<file path="src/rtl/mem_arbiter.sv">
// Purpose: arbitrate I-cache line fills and D-cache fills/write-backs onto one physical memory port.
// Latency: request seen in IDLE at edge N -> memory strobe high during cycle N+1; resp is combinational from pmem_resp.
// Backpressure: one transaction at a time; strobe held until pmem_resp, then one TURN cycle before re-arbitration.
//
// Ports:
//   clk, rst_n                 clock and asynchronous active-low reset
//   i_pmem_*                   I-cache side: read request, address, fill data, done pulse
//   d_pmem_*                   D-cache side: read/write request, address, write data, fill data, done pulse
//   pmem_*                     physical memory side: strobes, latched address/wdata, read data, done
//   busy                       high whenever the arbiter is not idle
module mem_arbiter #(
    parameter int ADDR_W = 16,
    parameter int LINE_W = 128
) (
    input  logic              clk,
    input  logic              rst_n,
    input  logic              i_pmem_read,
    input  logic [ADDR_W-1:0] i_pmem_address,
    output logic [LINE_W-1:0] i_pmem_rdata,
    output logic              i_pmem_resp,
    input  logic              d_pmem_read,
    input  logic              d_pmem_write,
    input  logic [ADDR_W-1:0] d_pmem_address,
    input  logic [LINE_W-1:0] d_pmem_wdata,
    output logic [LINE_W-1:0] d_pmem_rdata,
    output logic              d_pmem_resp,
    output logic              pmem_read,
    output logic              pmem_write,
    output logic [ADDR_W-1:0] pmem_address,
    output logic [LINE_W-1:0] pmem_wdata,
    input  logic [LINE_W-1:0] pmem_rdata,
    input  logic              pmem_resp,
    output logic              busy
);

    typedef enum logic [1:0] {
        IDLE    = 2'd0,
        SERVE_I = 2'd1,
        SERVE_D = 2'd2,
        TURN    = 2'd3
    } state_t;

    localparam logic GRANT_I = 1'b0;
    localparam logic GRANT_D = 1'b1;

    state_t            state_q, state_d;
    logic              last_grant_q, last_grant_d;
    logic [ADDR_W-1:0] addr_q;
    logic [LINE_W-1:0] wdata_q;
    logic              op_wr_q;
    logic              grant_i, grant_d;
    logic              i_req, d_req;

    assign i_req = i_pmem_read;
    assign d_req = d_pmem_read | d_pmem_write;

    // Memory sees only the latched copies, so requester changes mid-service are invisible.
    assign pmem_address = addr_q;
    assign pmem_wdata   = wdata_q;

    always_ff @(posedge clk or negedge rst_n) begin
        if (!rst_n) begin
            state_q      <= IDLE;
            last_grant_q <= GRANT_I;
        end else begin
            state_q      <= state_d;
            last_grant_q <= last_grant_d;
        end
    end

    always_comb begin
        state_d      = state_q;
        last_grant_d = last_grant_q;
        grant_i      = 1'b0;
        grant_d      = 1'b0;
        pmem_read    = 1'b0;
        pmem_write   = 1'b0;
        i_pmem_resp  = 1'b0;
        d_pmem_resp  = 1'b0;
        i_pmem_rdata = '0;
        d_pmem_rdata = '0;
        busy         = 1'b1;
        case (state_q)
            IDLE: begin
                busy = 1'b0;
                // On a tie the side that did not win last time gets the port.
                if (i_req && d_req) begin
                    if (last_grant_q == GRANT_I) grant_d = 1'b1;
                    else                         grant_i = 1'b1;
                end else if (d_req) begin
                    grant_d = 1'b1;
                end else if (i_req) begin
                    grant_i = 1'b1;
                end
                if (grant_d)      state_d = SERVE_D;
                else if (grant_i) state_d = SERVE_I;
            end
            SERVE_I: begin
                pmem_read    = ~op_wr_q;
                pmem_write   = op_wr_q;
                i_pmem_rdata = pmem_rdata;
                if (pmem_resp) begin
                    i_pmem_resp  = 1'b1;
                    state_d      = TURN;
                    last_grant_d = GRANT_I;
                end
            end
            SERVE_D: begin
                pmem_read    = ~op_wr_q;
                pmem_write   = op_wr_q;
                d_pmem_rdata = pmem_rdata;
                if (pmem_resp) begin
                    d_pmem_resp  = 1'b1;
                    state_d      = TURN;
                    last_grant_d = GRANT_D;
                end
            end
            TURN: begin
                state_d = IDLE;
            end
            default: begin
                state_d = IDLE;
            end
        endcase
    end

    // Transaction latches: captured only on the grant edge.
    always_ff @(posedge clk or negedge rst_n) begin
        if (!rst_n) begin
            addr_q  <= '0;
            wdata_q <= '0;
            op_wr_q <= 1'b0;
        end else if (grant_d) begin
            addr_q  <= d_pmem_address;
            wdata_q <= d_pmem_wdata;
            op_wr_q <= d_pmem_write;   // write wins when read and write are both raised
        end else if (grant_i) begin
            addr_q  <= i_pmem_address;
            wdata_q <= '0;
            op_wr_q <= 1'b0;
        end
    end

endmodule

</file>
<file path="config.mk">
export PLATFORM = sky130hd
export DESIGN_NAME = mem_arbiter
export DESIGN_NICKNAME = d
export VERILOG_FILES = /design/src/rtl/mem_arbiter.sv
export SDC_FILE = /design/constraint.sdc
export NUM_CORES = 1
export LEC_CHECK = 0
export CORE_AREA = 2 2 270 272
export CTS_CLUSTER_SIZE = 16
export DETAILED_ROUTE_END_ITERATION = 8
export DIE_AREA = 0 0 272 274
export PLACE_DENSITY = 0.4
export SETUP_SLACK_MARGIN = 0.4
export SKIP_CTS_REPAIR_TIMING = 1
export SLEW_MARGIN = 15
export SYNTH_ARGS = -nofsm -noshare
export SYNTH_HDL_FRONTEND = slang
export SYNTH_SLANG_ARGS = --single-unit
export TNS_END_PERCENT = 1
</file>
<file path="constraint.sdc">
create_clock -name clk -period 1.5 [get_ports clk]
set_input_delay 0.15 -clock clk [delete_from_list [all_inputs] [get_ports clk]]
set_output_delay 0.15 -clock clk [all_outputs]
set_load 0.005 [all_outputs]
</file>
# --- Yosys cells after proc, flatten, opt, wreduce, memory -nomap -nowiden ---
# Index checks and enable logic that the tools add are counted.
classes:
  n_mux: 32
  bitwise_logic: 2
  eq_ne: 7
  n_reduce_logical: 7
op_table:
  columns: ["operator", "n"]
  rows:
  - ["$mux W128", 4]
  - ["$mux W16", 2]
  - ["$mux W1", 21]
  - ["$mux W2", 3]
  - ["$pmux W2 S3", 1]
  - ["$eq A2 B2 Y1 const B", 2]
  - ["$ne A2 B2 Y1 const B", 2]
  - ["$reduce_bool A2 Y1", 2]
  - ["$ne A3 B3 Y1 const B", 1]
  - ["$reduce_and A3 Y1", 1]
  - ["$eq A2 B1 Y1 const B", 1]
  - ["$logic_not A2 Y1", 1]
  - ["$ne A2 B1 Y1 const B", 1]
  - ["$pmux W1 S2", 1]
  - ["$reduce_and A2 Y1", 1]
  - ["$reduce_or A2 Y1", 1]
  - ["$logic_and A1 B1 Y1", 1]
  - ["$not A1 Y1", 1]
  - ["$or A1 B1 Y1", 1]
word_totals:
  regBits: 148
  out_inout_bits: 405

# --- Longest topological paths before layout ---
logic_depth:
  word_depth: 7
  mapped_depth: 8
  depth_no_buf: 5

# --- Least setup slack after synthesis ---
# OpenSTA, ideal clock, no wires.
synth_path:
  path_kind: "register to register"
  startpoint: "register state_q[0]"
  endpoint: "register state_q[0]"
  path_stages_with_launch: 7
  arrival_time_ns: 1.435
  setup_time_ns: 0.125
  n_path_buf: 1
  slack_ns: -0.060
  period_less_slack_ns: 1.560
  required_ns: 1.375
  path_cell_list: "dfrtp_1 -> inv_1 -> ha_1 -> buf_2 -> nor4b_1 -> a21oi_1 -> mux2_2"
synth_between:
  elab_chain_len: 4
  word_cells_on_any_way: 9
  cone_classes: "eq/ne: 5; mux: 1; reduce/logical: 3"
synth_lines:
  columns: ["element", "line", "text"]
  rows:
  - ["from (decl)", "46", "state_t state_q, state_d;"]
  - ["from (signal assigned)", "66", "state_q <= state_d;"]
  - ["$eq A2 B2 Y1 or $eq A2 B1 Y1 (tied branches)", "83", "case (state_q)"]
  - ["$reduce_or A2 Y1 (no source line)", null, null]
  - ["$ne A2 B1 Y1 (no source line)", null, null]
  - ["$reduce_and A2 Y1 (no source line)", null, null]
# Several ways; a longest one is shown, not always the timed one.
# A chain may end at the register's enable or synchronous reset.

# --- Worst setup path in the final report ---
layout_path:
  startpoint: "register state_q[0]"
  endpoint: "output d_pmem_rdata[43]"
layout_between:
  elab_chain_len: 2
layout_lines:
  columns: ["element", "line", "text"]
  rows:
  - ["$eq A2 B2 Y1", "83", null]
  - ["$mux W128", "83", null]
  - ["to (decl)", "25", "output logic [LINE_W-1:0] d_pmem_rdata,"]
# Every way passes these cells.

==> run_summary.xml <==
<?xml version="1.0" encoding="UTF-8"?>
<metrics>
  <group name="outcome">
    <metric name="outcome" unit="">complete, but fails checks</metric>
    <metric name="violations" unit="">negative setup slack</metric>
  </group>
  <group name="route">
    <metric name="total_number_of_vias" unit="">8529</metric>
    <metric name="vias_per_cell" unit="">3.55</metric>
    <metric name="wl_per_cell" unit="um">23.2</metric>
    <metric name="drcViolationCount" unit="">0</metric>
    <metric name="1st_pass_router_iterations" unit="">4</metric>
    <metric name="route.final.wire_length" unit="um">55700</metric>
    <metric name="first_iter_violations" unit="">359</metric>
    <metric name="antenna_left" unit="">0</metric>
  </group>
  <group name="sta">
    <metric name="finalSetupViolCount" unit="">405</metric>
    <metric name="report.final.slew_viol_count" unit="">0</metric>
    <metric name="maxSlewHeadroom" unit="%">76.4</metric>
    <metric name="layout_setup_ws" unit="ns">-0.758</metric>
    <metric name="timing.final.crit_period" unit="ns">2.26</metric>
    <metric name="achievable-frequency" unit="MHz">443</metric>
    <metric name="post-route-period-util" unit="%">151</metric>
    <metric name="worst_slew_pin_slew" unit="ns">0.353</metric>
    <metric name="hold_violations" unit="">0</metric>
    <metric name="timing.clock.skew" unit="ns">0.0128</metric>
    <metric name="rsz_0062_raised_after_global_routing" unit="">yes</metric>
  </group>
  <group name="grt">
    <metric name="grt_overflow" unit="">0</metric>
    <metric name="globalRouteTotalUtil" unit="%">13.9</metric>
    <metric name="via_count_of_the_first_global_routing_pass" unit="">8883</metric>
    <metric name="grt_first_pass_wirelength" unit="um">72100</metric>
    <metric name="antenna_violations_before_repair" unit="">28</metric>
    <metric name="grt_start_max_net_pins" unit="">67</metric>
  </group>
  <group name="cts">
    <metric name="clock_edge_transition_at_the_registers_on_the_reported_setup_and_hold_paths" unit="ns">0.07</metric>
    <metric name="cts-root-to-sink-buffers" unit="">2</metric>
    <metric name="cts_tree" unit="">yes</metric>
    <metric name="cts_root_buffer" unit="">sky130_fd_sc_hd__clkbuf_16</metric>
    <metric name="cts-buffers-inserted" unit="">17</metric>
    <metric name="cts_sinks" unit="">148</metric>
    <metric name="cts_max_level" unit="">4</metric>
    <metric name="clock_insertion_delay_worst_skew" unit="ns">0.45</metric>
  </group>
  <group name="finish">
    <metric name="final_area" unit="sq mm">0.0167</metric>
    <metric name="share_of_final_layout_standard_cells_stronger_than_drive_strength_1" unit="%">22.4</metric>
    <metric name="post-route-util" unit="%">23.3</metric>
    <metric name="layout.nets" unit="">1723</metric>
    <metric name="area_growth_from_synthesis_to_layout" unit="%">131</metric>
    <metric name="final.fill_count" unit="">7829</metric>
  </group>
  <group name="worst_setup_path">
    <metric name="timing.critical_path.arrival" unit="ns">2.11</metric>
    <metric name="worstReg2RegEnd" unit="">pmem_wdata[26]</metric>
    <metric name="critPathCaptureType" unit="">primary output</metric>
    <metric name="worst_setup_path_start_kind" unit="">register</metric>
    <metric name="critical-path-max-stage-delay" unit="ns">0.50</metric>
    <metric name="timing.setup.critical_path_class" unit="">reg2out</metric>
    <metric name="worst-r2r-setup-slack" unit="ns">-0.18</metric>
    <metric name="rr_startpoint" unit="">state_q[1]</metric>
    <metric name="reg2reg_depth" unit="">7</metric>
    <metric name="crit_buf_inv" unit="">4</metric>
    <metric name="crit_slowest_cell" unit="">sky130_fd_sc_hd__clkdlybuf4s50_1</metric>
    <metric name="cp.required" unit="ns">1.35</metric>
    <metric name="critical_path_peak_fanout" unit="">26</metric>
    <metric name="family_of_cells_with_the_greatest_summed_delay_on_the_critical_path" unit="">buffers and inverters</metric>
    <metric name="worstPathCellList" unit="">inv_2 &gt; ha_4 &gt; buf_12 &gt; clkbuf_16 &gt; and2_1 &gt; clkdlybuf4s50_1</metric>
    <metric name="worst-path-stages" unit="">6</metric>
  </group>
  <group name="min_path">
    <metric name="min_path_type" unit="">in2async</metric>
  </group>
  <group name="pwr">
    <metric name="total_leakage_power" unit="nW">8.82</metric>
    <metric name="power_density" unit="mW/mm^2">1730</metric>
    <metric name="irDropWorstVdd" unit="mV">0.869</metric>
  </group>
  <group name="synth">
    <metric name="synthesis.nets" unit="">984</metric>
    <metric name="post-synth-top-area-fraction" unit="%">51.0</metric>
    <metric name="yosysUniqueCellTypes" unit="">24</metric>
    <metric name="synth_top_area_cell" unit="">sky130_fd_sc_hd__dfrtp_1</metric>
    <metric name="synth_commonest_cells" unit="">sky130_fd_sc_hd__and2_1 (258), sky130_fd_sc_hd__dfrtp_1 (148), sky130_fd_sc_hd__a22o_1 (129), sky130_fd_sc_hd__clkbuf_1 (32), sky130_fd_sc_hd__buf_2 (23)</metric>
    <metric name="syn_area" unit="sq mm">0.00726</metric>
    <metric name="async_flop_share" unit="%">100</metric>
    <metric name="post_synth_inst_count" unit="">686</metric>
    <metric name="synth_area_leaders" unit="">sky130_fd_sc_hd__dfrtp_1 (51%), sky130_fd_sc_hd__and2_1 (22%), sky130_fd_sc_hd__a22o_1 (16%)</metric>
    <metric name="post_synth.cell_area_avg" unit="sq um">10.6</metric>
    <metric name="ys_seq_area_share" unit="%">51.0</metric>
    <metric name="number_of_synthesized_flops_with_an_enable_pin" unit="">0</metric>
    <metric name="ys_ff_latch" unit="">148</metric>
    <metric name="synth_top_flop_cell" unit="">sky130_fd_sc_hd__dfrtp_1</metric>
    <metric name="synthMostInstantiatedCell" unit="">sky130_fd_sc_hd__and2_1</metric>
    <metric name="synthesis.yosys.warnings" unit="">0</metric>
  </group>
  <group name="floorplanning">
    <metric name="design.portCount" unit="">699</metric>
    <metric name="dieArea" unit="sq mm">0.0745</metric>
    <metric name="fp-row-count" unit="">99</metric>
    <metric name="fp.dieH" unit="um">274</metric>
    <metric name="initial_core_utilization" unit="%">10.1</metric>
    <metric name="core_region_area" unit="sq mm">0.0720</metric>
    <metric name="die_width" unit="um">272</metric>
  </group>
  <group name="placed_design">
    <metric name="place.port_buffers" unit="">698</metric>
    <metric name="gpl.final_weighted_congestion" unit="">0.837</metric>
    <metric name="dp_hpwl" unit="um">44900</metric>
    <metric name="dpl-instance-area" unit="sq mm">0.0160</metric>
  </group>
  <group name="job">
    <metric name="drv_cap" unit="">0</metric>
  </group>
</metrics>
## worst reg2reg max path: cells and delay by family (launching register included)
| family | cells | cell delay [ns] |
|---|---|---|
| buffers and inverters | 4 | 0.59 |
| DFF | 1 | 0.43 |
| AOI/OAI and AO/OA | 2 | 0.35 |
| adders and majority gates | 1 | 0.19 |
## how the worst max path moves through the flow
stage	startpoint	endpoint	slack [ns]
finish	state_q[0]	d_pmem_rdata[43]	-0.76
global route	state_q[0]	d_pmem_rdata[43]	-0.87
CTS	state_q[1]	busy	-0.89
detailed placement	state_q[0]	d_pmem_rdata[81]	-0.36
global placement	state_q[0]	d_pmem_rdata[85]	-0.35
floorplan	state_q[0]	state_q[0]	0.02
## routing by layer
metal | track usage, % | share of wire, %
met4 | 4.73 | 1.9
met5 | 0 | 0.14
met1 | 14.6 | 36
met3 | 6.24 | 10
met2 | 24.6 | 52
## state kept, by name, summed over array words and instances (netlist names)
| register | cells |
|---|---|
| pmem_wdata | 128 |
| state_q | 2 |
| op_wr_q | 1 |
| pmem_address | 16 |
| last_grant_q | 1 |
## cell type report
cell class / instances / area (sq um) / share of cell area, %
Timing Repair Buffer: 783 / 7830 / 46.8
Sequential cell: 148 / 3700 / 22.1
Multi-Input combinational cell: 470 / 3340 / 20.0
Tap cell: 959 / 1200 / 7.17
Clock buffer: 21 / 450 / 2.69
Clock inverter: 11 / 175 / 1.05
Inverter: 5 / 21.3 / 0.127
Antenna cell: 8 / 20.0 / 0.120
## cells in the final DEF (no fill, tap or decap), drive strengths merged
cell / count
a21o: 1
a21oi: 18
a22o: 129
a2bb2oi: 1
and2: 258
buf: 166
bufinv: 4
clkbuf: 111
clkdlybuf4s50: 419
clkinv: 4
clkinvlp: 2
dfrtp: 148
diode: 8
dlygate4sd3: 1
dlymetal6s2s: 107
ha: 4
inv: 6
mux2: 1
mux2i: 2
nand2: 17
nor2: 2
nor2b: 1
nor4b: 1
o21ai: 32
o2bb2ai: 1
o31a: 1
o31ai: 1
## report_power, final
part | total [mW] | internal, mW | switching [mW]
Clock | 4.69 | 2.84 | 1.86
Sequential | 6.65 | 5.68 | 0.975
Combinational | 17.5 | 10.4 | 7.17
## stage by stage
step | worst slack (ns) | power [mW] | hold WS [ns] | std cells | setup TNS (ns)
floorplan | 0.0241 | 12.4 | -0.146 | 686 | 0
global route | -0.869 | 30.8 | 0.156 | 2402 | -158.46
detailed placement | -0.356 | 24.1 | 0.0709 | 2347 | -103.70
global placement | -0.349 | 24.1 | 0.0743 | 2347 | -96.54
CTS | -0.889 | 29.1 | -0.432 | 2379 | -243.36
finish | -0.758 | 28.9 | 0.156 | 2405 | -119.80
## cells by family (layout without fill, tap and decap cells)
| family | Yosys count | in the layout | synth area share, % |
|---|---|---|---|
| simple gates | 279 | 279 | 23.5 |
| mux | 3 | 3 | 0.431 |
| fa+ha+maj | 4 | 4 | 0.690 |
| buf+inv | 68 | 820 | 4.64 |
| compound gates | 184 | 184 | 19.8 |
| flops | 148 | 148 | 51.0 |
| other cells | 0 | 8 | 0 |
(Power assumes the default switching activity.)
